[src/rtl/debounce_edge.sv]
// Debounces a raw asynchronous input: 2-flop synchronizer, stability counter
// and a 4-state qualification FSM producing a clean level plus rise/fall strobes.
module debounce_edge #(
  parameter int STABLE_COUNT = 4,
  parameter int CNT_WIDTH    = 16
) (
  input  logic clk,
  input  logic reset,
  input  logic din,
  output logic dout,
  output logic rise,
  output logic fall,
  output logic busy
);

  typedef enum logic [1:0] {
    STABLE_LO = 2'd0,
    WAIT_HI   = 2'd1,
    STABLE_HI = 2'd2,
    WAIT_LO   = 2'd3
  } state_t;

  localparam logic [CNT_WIDTH-1:0] CNT_LAST = CNT_WIDTH'(STABLE_COUNT - 1);
  localparam logic [CNT_WIDTH-1:0] CNT_ONE  = CNT_WIDTH'(1);

  logic                 s1;
  logic                 s2;
  state_t               state;
  state_t               state_nxt;
  logic [CNT_WIDTH-1:0] cnt;
  logic [CNT_WIDTH-1:0] cnt_nxt;
  logic                 dout_nxt;
  logic                 rise_nxt;
  logic                 fall_nxt;
  logic                 busy_nxt;

  // Stage: synchronizer; the FSM only ever looks at s2
  always_ff @(posedge clk or negedge reset) begin
    if (!reset) begin
      s1 <= 1'b0;
      s2 <= 1'b0;
    end else begin
      s1 <= din;
      s2 <= s1;
    end
  end

  // Stage: qualification FSM next-state and registered-output decode
  always_comb begin
    state_nxt = state;
    cnt_nxt   = cnt;
    dout_nxt  = dout;
    rise_nxt  = 1'b0;
    fall_nxt  = 1'b0;
    case (state)
      STABLE_LO: begin
        cnt_nxt = '0;
        if (s2) begin
          state_nxt = WAIT_HI;
          cnt_nxt   = CNT_ONE;
        end
      end
      WAIT_HI: begin
        if (!s2) begin
          state_nxt = STABLE_LO;
          cnt_nxt   = '0;
        end else if (cnt == CNT_LAST) begin
          state_nxt = STABLE_HI;
          cnt_nxt   = '0;
          dout_nxt  = 1'b1;
          rise_nxt  = 1'b1;
        end else begin
          cnt_nxt = cnt + CNT_ONE;
        end
      end
      STABLE_HI: begin
        cnt_nxt = '0;
        if (!s2) begin
          state_nxt = WAIT_LO;
          cnt_nxt   = CNT_ONE;
        end
      end
      WAIT_LO: begin
        if (s2) begin
          state_nxt = STABLE_HI;
          cnt_nxt   = '0;
        end else if (cnt == CNT_LAST) begin
          state_nxt = STABLE_LO;
          cnt_nxt   = '0;
          dout_nxt  = 1'b0;
          fall_nxt  = 1'b1;
        end else begin
          cnt_nxt = cnt + CNT_ONE;
        end
      end
      default: begin
        state_nxt = STABLE_LO;
        cnt_nxt   = '0;
        dout_nxt  = 1'b0;
      end
    endcase
    busy_nxt = (state_nxt == WAIT_HI) || (state_nxt == WAIT_LO);
  end

  // Stage: state and output registers; busy always tracks the state register
  always_ff @(posedge clk or negedge reset) begin
    if (!reset) begin
      state <= STABLE_LO;
      cnt   <= '0;
      dout  <= 1'b0;
      rise  <= 1'b0;
      fall  <= 1'b0;
      busy  <= 1'b0;
    end else begin
      state <= state_nxt;
      cnt   <= cnt_nxt;
      dout  <= dout_nxt;
      rise  <= rise_nxt;
      fall  <= fall_nxt;
      busy  <= busy_nxt;
    end
  end

endmodule

[config.mk]
export PLATFORM = sky130hd
export DESIGN_NAME = debounce_edge
export DESIGN_NICKNAME = d
export VERILOG_FILES = /design/src/rtl/debounce_edge.sv
export SDC_FILE = /design/constraint.sdc
export NUM_CORES = 1
export LEC_CHECK = 0
export CAP_MARGIN = 20
export CORE_MARGIN = 4
export CORE_UTILIZATION = 30
export DETAILED_ROUTE_END_ITERATION = 6
export DONT_BUFFER_PORTS = 1
export GPL_ROUTABILITY_DRIVEN = 1
export SLEW_MARGIN = 20
export SYNTH_ARGS = -nofsm -noshare
export SYNTH_HDL_FRONTEND = slang
export SYNTH_SLANG_ARGS = --single-unit
[constraint.sdc]
create_clock -name clk -period 4.4 [get_ports clk]
set_input_delay 0.88 -clock clk [delete_from_list [all_inputs] [get_ports clk]]
set_output_delay 0.88 -clock clk [all_outputs]
set_load 0.02 [all_outputs]
======== Yosys cells after proc, flatten, opt, wreduce, memory -nomap -nowiden ========
Index checks and enable logic that the tools add are counted.
operators by class
  bitwise operators ....................... 0
  muxes and demuxes ....................... 23
  add/sub/neg operators ................... 1
  shifts and indexed selects .............. 0
  equal/unequal tests ..................... 10
  multiply operators ...................... 0
  div/mod/pow operators ................... 0
  reduce and logical (&&, ||, !) cells .... 4
  $lt $le $gt $ge ......................... 0
operators with widths
  kind                                                               count
  16-bit one-hot mux with 4 select lines                             1
  16-bit two-way mux                                                 3
  16-bit by 1-bit adder with 16-bit output (second input constant)   1
  16-bit by 2-bit == test with 1-bit output (second input constant)  1
  2-bit two-way mux                                                  6
  1-bit two-way mux                                                  11
  2-bit != test (second input constant)                              4
  2-bit one-hot mux with 4 select lines                              1
  2-bit == test (second input constant)                              3
  5-bit AND reduction                                                1
  2-bit by 1-bit == test with 1-bit output (second input constant)   2
  2-bit zero test                                                    1
  1-bit one-hot mux with 2 select lines                              1
  2-bit nonzero test                                                 1
  1-bit logical OR                                                   1
word-level totals
  output and inout bits ................... 4
  bits in writable memories ............... 0
  ROM bits ................................ 0
  bits in registers ....................... 24
  memories kept ........................... 0
  input bits .............................. 3
  word-level logic and storage cells ...... 46
  latch bits .............................. 0

======== Longest topological paths before layout ========
Gate-level depths: netlist of run 1.
  depth after elaboration ................. 6
  gate-level depth with buffers ........... 6
  gate-level depth less buffers ........... 5

======== Worst setup path after synthesis of run 1 ========
No wires, ideal clock.
  path type ............................... reg2reg
  start point ............................. register cnt[0]
  end point ............................... register cnt[10]
  clock period less this slack ............ 1.661 ns
  setup time .............................. 0.121 ns
  data arrival time ....................... 1.540 ns
  cell stages (with the launch flop) ...... 7
  path slack .............................. 2.739 ns
  required time ........................... 4.279 ns
  buffers on the path ..................... 1
  cells stage by stage .................... dfrtp_1 > ha_1 > nor4b_1 > and4_1 > nand3b_1 > buf_2 > nor2_1
between the ends
  word-level cells in the longest chain between the ends .. 4
  elaborated cells on any way between the ends .. 6
  those cells by class .................... 1 x add/sub; 1 x eq/ne; 4 x mux
RTL lines
  item                                                                                                          line    text
  start, declared                                                                                               30      logic [CNT_WIDTH-1:0] cnt;
  start signal, assigned                                                                                        116     cnt <= cnt_nxt;
  16-bit by 1-bit adder with 16-bit output / 16-bit by 2-bit == test with 1-bit output (equally long branches)  --
  16-bit two-way mux (*)                                                                                        67, 87
  16-bit two-way mux (on tied branches)                                                                         84, 64
  16-bit one-hot mux with 4 select lines (*)                                                                    55      case (state)
  via cnt_nxt[10]                                                                                               31      logic [CNT_WIDTH-1:0] cnt_nxt;
Mark *: on every way through the listed nets, which the timed path passes. The rest lies on a longest branch.
A chain may end at the register's enable or synchronous reset.

======== Final worst setup path of run 1 ========
  start point ............................. register cnt[0]
  end point ............................... register cnt[14]
The elaborated chain is that of the path after synthesis.

==> metrics.md, run 1 <==
| Metric | Value |
|---|---|
| Status | `complete, no violations` |
| Number of antenna violations at the first check in global routing | `0` |
| Area fraction of the dominant cell type after synthesis | `0.550` |
| Commonest register cell after synthesis | `sky130_fd_sc_hd__dfrtp_1` |
| Routed len/inst | `12.5 um` |
| Post-synth EDFFs | `0` |
| Buffer count from post-CTS setup fixing | `0` |
| Register share of total power | `0.587` |
| Number of buffers on the longest clock path | `2` |
| Detailed-route wire length | `1870 um` |
| Detailed-route vias per instance | `4.85` |
| Post-CTS Hold Buffers | `0` |
| Number of nets at the end of the flow | `109` |
| Number of iterations in the first detailed-routing pass | `3` |
| Maximum number of pins on one net before global-route repair | `25` |
| Leakage | `0.454 nW` |
| Area of the core | `between 3000 and 4000 um2` |
| Share of synthesized area occupied by flip-flops and latches | `0.550` |
| Overall global routing resource usage | `0.0997` |
| Via Count | `between 700 and 800` |
| Number of max-capacitance violations reported | `0` |
| Cell type of the slowest stage on the worst timing path | `sky130_fd_sc_hd__nand3b_1` |
| Ranking of synthesized cells by area | `sky130_fd_sc_hd__dfrtp_1, sky130_fd_sc_hd__xnor2_1, sky130_fd_sc_hd__nor2_1, sky130_fd_sc_hd__nor4_1, sky130_fd_sc_hd__nor3_1` |
| HPWL after detailed placement | `1360 um` |
| Setup violators final | `0` |
| Net switching share of the total power | `0.306` |
| Final hold violations | `0` |
| H-tree Lvls | `1` |
| CP Data Required Time | `approximately 4.6 ns` |
| Vias in the first global route | `850` |
| Clock skew after layout | `0.00116 ns` |
| Hold crit path type | `input pin to async pin` |
| Crit path launch type | `flop` |
| Iteration-0 DRC count of the detailed router | `23` |
| Initial core utilization | `0.319` |
| First-pass GRT wire length | `around 3500 um` |
| Die ar. | `4670 um2` |
| Clock-pin slew of the registers on the worst-case setup and hold paths | `0.13 ns` |
| Chain of cells forming the critical path | `ha_1 > nor4b_1 > and4_1 > nand3b_1 > nor2_1` |
| I/O pin count | `7` |
| Count of antenna diodes in the layout | `0` |
| Maximum net fanout on the critical path | `15` |
| Share of async-settable or async-resettable flops after synthesis | `1.00` |
| Root Buffer | `sky130_fd_sc_hd__clkbuf_4` |
| Fraction of final layout cells sized beyond drive strength 1 | `0.0769` |
| Pwr dens | `402 nW/um2` |
| Count leader, synth | `sky130_fd_sc_hd__dfrtp_1` |
| Yosys warnings | `0` |
| Type of the setup path with the least slack | `flop to flop` |
| Cell internal power dissipation | `~0.33 mW` |
| Post-synthesis area per instance | `approximately 11 um2` |
| Num rows | `21` |
| Synthesized Nets | `105` |
| Final Critical Period | `2.02 ns` |
| Synthesis-to-layout area growth | `8.14%` |
| Clock tree sinks | `24` |
| Top cell type by total area after synthesis | `sky130_fd_sc_hd__dfrtp_1` |
| Final Cycle Share | `0.459` |
| Proportion of power drawn by the clock network | `0.242` |
| Fin. max-slew vios | `0` |
| Worst path arrival time | `2.21 ns` |
| Top Family by Delay on Critical Path | `simple AND/OR/NAND/NOR gates` |
| Fmax achieved | `495 MHz` |
| Worst-case headroom to the max-slew limit | `0.610` |
| Maximum vdd ir drop | `0.241 mV` |
| Post-cts resize count | `0` |
| Buffers added on ports | `0` |
| Final global-route overflow total | `0` |
| Setup repair after global routing missed its margin | `false` |
| Synthesized instance count | `101` |
| Setup crit end kind | `flop` |
| Slowest stage delay, CP | `about 0.46 ns` |
| Clock insertion delay at the later pin of the skew report | `0.31 ns` |
| Final GP Congestion | `0.752` |
| Yosys cell types | `25` |
| Total of flip-flops plus latches after synthesis | `24` |
| Clock buffer count from CTS | `3` |
| Combined area of all synthesized cells | `1090 um2` |
| Detail Route Antenna Nets | `0` |
| Summed negative setup slack over all endpoints | `0 ns` |
| Vertical extent of the die | `68.3 um` |
| Switching pwr | `0.145 mW` |
| Worst path buffer plus inverter count | `0` |
| Fraction of the core area covered by cells at the end of the flow | `0.345` |
| Most numerous cell types in the synthesized netlist | `sky130_fd_sc_hd__dfrtp_1, sky130_fd_sc_hd__nor2_1, sky130_fd_sc_hd__xnor2_1` |
| CTS tree | `done` |
| Post-detailed-route DRC marker count | `0` |
| Final hold slack | `about 0.24 ns` |
| Comb pwr share | `0.171` |
| Measured slew at the worst slew-check pin | `0.583 ns` |
| DIE WIDTH | `68.3 um` |
final timing paths:
kind / startpoint / cells past startpoint / slack [ns] / to
worst max-delay path: cnt[0] / 5 / 2.38 / cnt[14]
worst min-delay path: reset / 0 / 0.24 / cnt[10]
worst max register to register: cnt[0] / 5 / 2.38 / cnt[14]
worst min register to register: s1 / 0 / 0.37 / s2
max in group asynchronous: reset / 0 / 4.09 / busy
min in group clk: s1 / 0 / 0.37 / s2
worst reg2reg max path, stage by stage, from the launching register on:
cell	delay (ns)
sky130_fd_sc_hd__dfrtp_1	0.43
sky130_fd_sc_hd__ha_1	0.25
sky130_fd_sc_hd__nor4b_1	0.37
sky130_fd_sc_hd__and4_1	0.27
sky130_fd_sc_hd__nand3b_1	0.46
sky130_fd_sc_hd__nor2_1	0.12
state kept, by name (all words and copies together) (netlist names):
name and count:
state 2, fall 1, s1 1, dout 1, cnt 16, busy 1, s2 1, rise 1
per-stage QoR:
stage,setup WS (ns),std cells,instance area (um2),total power [mW]
floorplan,2.74,101,1090,0.346
detailed placement,2.42,146,1140,0.365
global placement,2.55,146,1140,0.360
finish,2.38,150,1180,0.474
global route,2.12,150,1180,0.507
CTS,2.37,150,1180,0.483
power by group through the flow:
stage               clock, mW  sequential [mW]  combinational [mW]
floorplan                   0            0.276              0.0698
global placement            0            0.282              0.0784
detailed placement          0            0.283              0.0824
CTS                     0.121            0.278              0.0837
global route            0.128            0.282              0.0969
finish                  0.114            0.278              0.0812
logic make-up (layout without fill, tap and decap cells):
group,Yosys count,after routing,synth area share
AND/OR/NAND/NOR,52,52,0.276
multiplexers,1,1,0.0103
AO/OA/AOI/OAI,4,4,0.0206
adder cells (fa/ha/maj),1,1,0.0115
buffers and inverters,5,8,0.0183
flip-flops,24,24,0.550
XOR/XNOR,14,14,0.112
per-layer routing:
layer / track usage / wire (um)
met5: 0 / 0
met4: 0.0372 / 24
met3: 0.0213 / 59
met2: 0.181 / 929
met1: 0.114 / 855
cell type report:
type | instances | area [um2]
fillers | 356 | 2240
flip-flops and latches | 24 | 601
multi-input cells | 72 | 470
well taps | 46 | 57.6
clock buffers | 4 | 36.3
inverters | 4 | 15.0
placed cells by master (no fill, tap or decap):
master / synthesis / layout
sky130_fd_sc_hd__dfrtp_1: 24 / 24
sky130_fd_sc_hd__nor2_1: 16 / 16
sky130_fd_sc_hd__xnor2_1: 11 / 11
sky130_fd_sc_hd__nor3_1: 6 / 6
sky130_fd_sc_hd__nor4_1: 5 / 5
sky130_fd_sc_hd__nand2_1: 5 / 5
sky130_fd_sc_hd__inv_1: 4 / 4
sky130_fd_sc_hd__nand3_1: 4 / 4
sky130_fd_sc_hd__xor2_1: 3 / 3
sky130_fd_sc_hd__nand4_1: 3 / 3
sky130_fd_sc_hd__and2_1: 3 / 3
sky130_fd_sc_hd__clkbuf_4: 0 / 3
sky130_fd_sc_hd__nor4b_1: 2 / 2
sky130_fd_sc_hd__nand3b_1: 2 / 2
sky130_fd_sc_hd__o21ai_0: 2 / 2
sky130_fd_sc_hd__and4_1: 1 / 1
sky130_fd_sc_hd__nand3_4: 1 / 1
sky130_fd_sc_hd__nand4_4: 1 / 1
sky130_fd_sc_hd__or2_4: 1 / 1
sky130_fd_sc_hd__mux2_2: 1 / 1
sky130_fd_sc_hd__o31ai_1: 1 / 1
sky130_fd_sc_hd__or4_1: 1 / 1
sky130_fd_sc_hd__a21oi_1: 1 / 1
sky130_fd_sc_hd__nor3b_1: 1 / 1
sky130_fd_sc_hd__ha_1: 1 / 1
sky130_fd_sc_hd__clkbuf_8: 0 / 1
No activity file was read; power rests on OpenSTA's default activity.
==> inputs of run 2 (changes only) <==
- clock period: 4.4 -> 1.7 ns (I/O delays scaled with it)
==> metrics.md, run 2 (synthesis results as in run 1) <==
| Metric | Value |
|---|---|
| Fin. max-slew vios | `0` |
| Largest registers | `cnt: 16 flops, state: 2 flops` |
| Top Family by Delay on Critical Path | `simple AND/OR/NAND/NOR gates` |
| Initial core utilization | `0.319` |
| Fraction of final layout cells sized beyond drive strength 1 | `0.220` |
| Clock buffer count from CTS | `3` |
| Num rows | `21` |
| Maximum net fanout on the critical path | `5` |
| Post-detailed-route DRC marker count | `0` |
| Overall global routing resource usage | `0.0990` |
| Count of fill cells added during filler insertion | `347` |
| Count of antenna diodes in the layout | `0` |
| Number of flip-flops in the largest register | `16` |
| Maximum vdd ir drop | `0.652 mV` |
| Root Buffer | `sky130_fd_sc_hd__clkbuf_4` |
| Final GP Congestion | `0.763` |
| Setup crit end kind | `flop` |
| Type of the setup path with the least slack | `flop to flop` |
| Cell type of the slowest stage on the worst timing path | `sky130_fd_sc_hd__dfrtp_1` |
| Non-Filler Instances | `164` |
| Area of the core | `3420 um2` |
| Detail Route Antenna Nets | `0` |
| Number of buffers on the longest clock path | `2` |
| Chain of cells forming the critical path | `nand4_4 > or2_4 > or4_1 > a21oi_1` |
| Leading cell type in the layout, fill and taps excluded | `sky130_fd_sc_hd__dfrtp_1` |
| CP Data Required Time | `1.94 ns` |
| Measured slew at the worst slew-check pin | `0.324 ns` |
| Final Critical Period | `1.64 ns` |
| Clock skew after layout | `0.0164 ns` |
| Final hold violations | `0` |
| Worst-case headroom to the max-slew limit | `0.782` |
| Clock tree sinks | `24` |
| Routed len/inst | `12.3 um` |
| Maximum number of pins on one net before global-route repair | `25` |
| Number of max-capacitance violations reported | `0` |
| Final global-route overflow total | `0` |
| DIE WIDTH | `68.3 um` |
| Slowest stage delay, CP | `roughly 0.52 ns` |
| Crit path launch type | `flop` |
| First-pass GRT wire length | `3530 um` |
| Vertical extent of the die | `68.3 um` |
| H-tree Lvls | `1` |
| I/O pin count | `7` |
| Total instance count after detailed placement | `155` |
| Buffers added on ports | `0` |
| Number of antenna violations at the first check in global routing | `0` |
| HPWL after detailed placement | `1480 um` |
| CTS tree | `done` |
| Detailed-route wire length | `2020 um` |
| Clock-pin slew of the registers on the worst-case setup and hold paths | `around 0.14 ns` |
| Most frequent cells in the layout | `sky130_fd_sc_hd__dfrtp_1, sky130_fd_sc_hd__nor2_1, sky130_fd_sc_hd__buf_4` |
| Register with the most flip-flops | `cnt` |
| Number of iterations in the first detailed-routing pass | `4` |
| Status | `complete, no violations` |
| R2R setup slack | `between 0.06 and 0.07 ns` |
| Worst path buffer plus inverter count | `0` |
| Die ar. | `about 4700 um2` |
| Iteration-0 DRC count of the detailed router | `24` |
| Fmax achieved | `611 MHz` |
| Worst path arrival time | `1.87 ns` |
| Hold crit path type | `input pin to flop` |
| Setup violators final | `0` |
| Via Count | `772` |
| Pwr dens | `roughly 1100 nW/um2` |
| Final Cycle Share | `0.962` |
| Clock insertion delay at the later pin of the skew report | `0.31 ns` |
| Vias in the first global route | `796` |
| Fraction of the core area covered by cells at the end of the flow | `0.393` |
| Summed negative setup slack over all endpoints | `0 ns` |
| Detailed-route vias per instance | `4.71` |
| Leakage | `0.534 nW` |
| Synthesis-to-layout area growth | `23.1%` |
| Number of nets at the end of the flow | `123` |
## run 2: cell types whose count changed in the layout (fill, tap and decap cells not counted)
cell                            change
sky130_fd_sc_hd__buf_4             +12
sky130_fd_sc_hd__nor4_1             -2
sky130_fd_sc_hd__nor4_2             +2
sky130_fd_sc_hd__buf_12             +1
sky130_fd_sc_hd__bufinv_16          +1
sky130_fd_sc_hd__clkbuf_8           -1
sky130_fd_sc_hd__dlygate4sd3_1      +1
sky130_fd_sc_hd__ha_1               -1
sky130_fd_sc_hd__ha_2               +1
sky130_fd_sc_hd__nor3b_1            -1
sky130_fd_sc_hd__nor3b_2            +1
sky130_fd_sc_hd__nor4b_1            -1
sky130_fd_sc_hd__nor4b_2            +1
## run 2: stage by stage
stage | instance area [um2] | setup WS (ns) | hold WS, ns | power, mW
final | 1340 | 0.0645 | 0.0503 | 1.46
after detailed placement | 1210 | -0.0329 | 0.0456 | 1.02
after CTS | 1320 | 0.0688 | 0.0371 | 1.46
after global placement | 1210 | 0.0992 | 0.0458 | 1.01
after floorplan | 1090 | 0.0389 | 0.0444 | 0.896
after global routing | 1340 | -0.0159 | 0.0283 | 1.54
## run 2: final cells by class
cell class                 count  area, um2  share of cell area
clock inverter                 1       30.0              0.0224
multi-input combinational     72        497               0.370
sequential                    24        601               0.447
timing repair buffer          14        120              0.0895
clock buffer                   3       22.5              0.0168
inverter                       4       15.0              0.0112
tap                           46       57.6              0.0429
## run 2: per-layer routing
metal,share of wire,track usage
met1,0.45,0.131
met2,0.51,0.167
met3,0.042,0.0230
met4,0,0.0149
met5,0,0
## run 2: repair_timing
| action | 4_1_cts | 5_1_grt |
|---|---|---|
| endpoints found under the setup margin | 1 | 16 |
| resized for setup | 1 | 4 |
| hold buffers | 2 | 0 |
| pin swaps | 1 | 1 |
| endpoints found under the hold margin | 24 | 0 |
| buffers inserted | 2 | 1 |
## run 2: path summary, 6_finish.rpt
| path | from | cells after the start | to |
|---|---|---|---|
| max in group asynchronous | reset | 2 | cnt[10] |
| min in group asynchronous | reset | 2 | cnt[8] |
| hold reg to reg | s1 | 0 | s2 |
| setup / recovery | cnt[4] | 4 | cnt[15] |
| hold / removal | din | 0 | s1 |
| setup reg to reg | cnt[4] | 4 | cnt[15] |
## run 2: power by group
part	switching [mW]	internal (mW)	total (mW)
logic	0.175	0.164	0.340
clock network	0.171	0.238	0.409
registers	0.0734	0.636	0.710
==> inputs of run 3 (changes only) <==
- CELL_PAD_IN_SITES_DETAIL_PLACEMENT: default -> 2
- CELL_PAD_IN_SITES_GLOBAL_PLACEMENT: default -> 2
- PLACE_DENSITY_LB_ADDON: default -> 0.1
==> metrics.md, run 3 (synthesis results as in run 1) <==
| Metric | Value |
|---|---|
| Count of antenna diodes in the layout | `0` |
| Clock tree sinks | `24` |
| Die ar. | `4670 um2` |
| Detail Route Antenna Nets | `0` |
| Fin. max-slew vios | `0` |
| Clock insertion delay at the later pin of the skew report | `roughly 0.33 ns` |
| Register with the most flip-flops | `cnt` |
| Overall global routing resource usage | `0.145` |
| Detailed-route vias per instance | `4.94` |
| Cell internal power dissipation | `1.06 mW` |
| Final GP Congestion | `between 0.7 and 0.8` |
| Vias in the first global route | `952` |
| Worst path arrival time | `1.90 ns` |
| Buffers added on ports | `0` |
| Post-detailed-route DRC marker count | `0` |
| Iteration-0 DRC count of the detailed router | `22` |
| Register share of total power | `0.467` |
| Cell type of the slowest stage on the worst timing path | `sky130_fd_sc_hd__dfrtp_1` |
| Summed negative setup slack over all endpoints | `0 ns` |
| Detailed-route wire length | `2760 um` |
| Total instance count after detailed placement | `159` |
| Leading cell type in the layout, fill and taps excluded | `sky130_fd_sc_hd__dfrtp_1` |
| Fmax achieved | `approximately 610 MHz` |
| WL met2 | `1430 um` |
| DIE WIDTH | `68.3 um` |
| Hold crit path type | `flop to flop` |
| Number of nets at the end of the flow | `around 130` |
| Maximum net fanout on the critical path | `4` |
| Clock-pin slew of the registers on the worst-case setup and hold paths | `approximately 0.15 ns` |
| Most frequent cells in the layout | `sky130_fd_sc_hd__dfrtp_1, sky130_fd_sc_hd__nor2_1, sky130_fd_sc_hd__buf_4` |
| Fraction of final layout cells sized beyond drive strength 1 | `0.240` |
| Slowest stage delay, CP | `0.53 ns` |
| Final Critical Period | `around 1.6 ns` |
| Final hold violations | `0` |
| Worst-case headroom to the max-slew limit | `0.796` |
| CTS tree | `done` |
| Routed length on met1 | `1270 um` |
| Synthesis-to-layout area growth | `28.1%` |
| Clock skew after layout | `0.0134 ns` |
| Maximum number of pins on one net before global-route repair | `25` |
| Worst path buffer plus inverter count | `0` |
| Setup crit end kind | `flop` |
| Count of fill cells added during filler insertion | `370` |
| Proportion of power drawn by the clock network | `0.281` |
| Number of iterations in the first detailed-routing pass | `2` |
| Status | `complete, no violations` |
| Pwr dens | `1090 nW/um2` |
| Initial core utilization | `0.319` |
| CP Data Required Time | `1.97 ns` |
| Top Family by Delay on Critical Path | `simple AND/OR/NAND/NOR gates` |
| Number of buffers on the longest clock path | `2` |
| First-pass GRT wire length | `about 4800 um` |
| Final instance area | `about 1400 um2` |
| H-tree Lvls | `1` |
| Vertical extent of the die | `~68 um` |
| Number of flip-flops in the largest register | `16` |
| I/O pin count | `7` |
| Top routing layer in use | `met4` |
| Setup violators final | `0` |
| Maximum vdd ir drop | `about 0.28 mV` |
| Final global-route overflow total | `0` |
| Root Buffer | `sky130_fd_sc_hd__clkbuf_4` |
| Fraction of the core area covered by cells at the end of the flow | `0.409` |
| Area of the core | `between 3000 and 4000 um2` |
| Final Cycle Share | `0.961` |
| Routed len/inst | `16.5 um` |
| Leakage | `0.561 nW` |
| Comb pwr share | `0.252` |
| Largest registers | `cnt: 16 flops, state: 2 flops` |
| HPWL after detailed placement | `1990 um` |
| Number of max-capacitance violations reported | `0` |
| Measured slew at the worst slew-check pin | `0.304 ns` |
| Non-Filler Instances | `167` |
| Post-detailed-placement cell area | `1250 um2` |
| Via Count | `825` |
| Clock buffer count from CTS | `3` |
| Chain of cells forming the critical path | `nand4_4 > or2_4 > or4_1 > a21oi_1` |
| Switching pwr | `0.461 mW` |
| Net switching share of the total power | `0.302` |
| Type of the setup path with the least slack | `flop to flop` |
| Number of antenna violations at the first check in global routing | `0` |
| Num rows | `21` |
| Met3 layer wire length in the routed design | `~43 um` |
| Crit path launch type | `flop` |
[run 3: cell count changes in the layout (fill, tap and decap cells not counted), sizes merged]
cell         previous run  this run
dlygate4sd3             1         2
buf                    13        15
[run 3: path summary, 6_finish.rpt]
kind / startpoint / to / slack [ns] / cells after the start
min reg2reg: s1 / s2 / 0.38 / 0
min: s1 / s2 / 0.38 / 0
max reg2reg: cnt[5] / cnt[15] / 0.07 / 4
max in group asynchronous: reset / cnt[10] / 1.12 / 2
max: cnt[5] / cnt[15] / 0.07 / 4
min in group asynchronous: reset / busy / 0.42 / 2
[run 3: routing by layer]
metal / GRT usage / vias up
li1: - / 390
met1: 0.187 / 429
met2: 0.241 / 4
met3: 0.0296 / 2
met4: 0.0447 / 0
met5: 0 / -
[run 3: cell type report]
cell class / count / area [um2] / area share
multi-input cells: 72 / 514 / 0.368
inverters: 4 / 15.0 / 0.0107
clock inverters: 1 / 30.0 / 0.0215
well taps: 46 / 57.6 / 0.0412
repair buffers: 17 / 158 / 0.113
clock buffers: 3 / 22.5 / 0.0161
flip-flops and latches: 24 / 601 / 0.430
[run 3: through the flow]
step,worst slack (ns),power (mW),hold WS [ns]
floorplan,0.0389,0.896,0.0444
global placement,0.0125,1.05,0.0452
detailed placement,0.00629,1.09,0.0451
CTS,0.00491,1.54,0.00566
global route,-0.0362,1.64,0.392
finish,0.0660,1.53,0.375
[run 3: repair_timing]
action / CTS / global route
endpoints found under the setup margin: 1 / 21
hold buffers: 2 / 1
setup buffers: 1 / 0
pin swaps: 1 / 1
gates resized for setup: 0 / 7
hold endpoints to repair: 24 / 1
[run 3: power by group through the flow]
stage	combinational, mW	clock [mW]	sequential, mW
5_1_grt	0.438	0.470	0.727
6_report	0.384	0.429	0.713
4_1_cts	0.386	0.442	0.714
3_3_place_gp	0.337	0	0.717
3_5_place_dp	0.361	0	0.726
2_1_floorplan	0.181	0	0.715
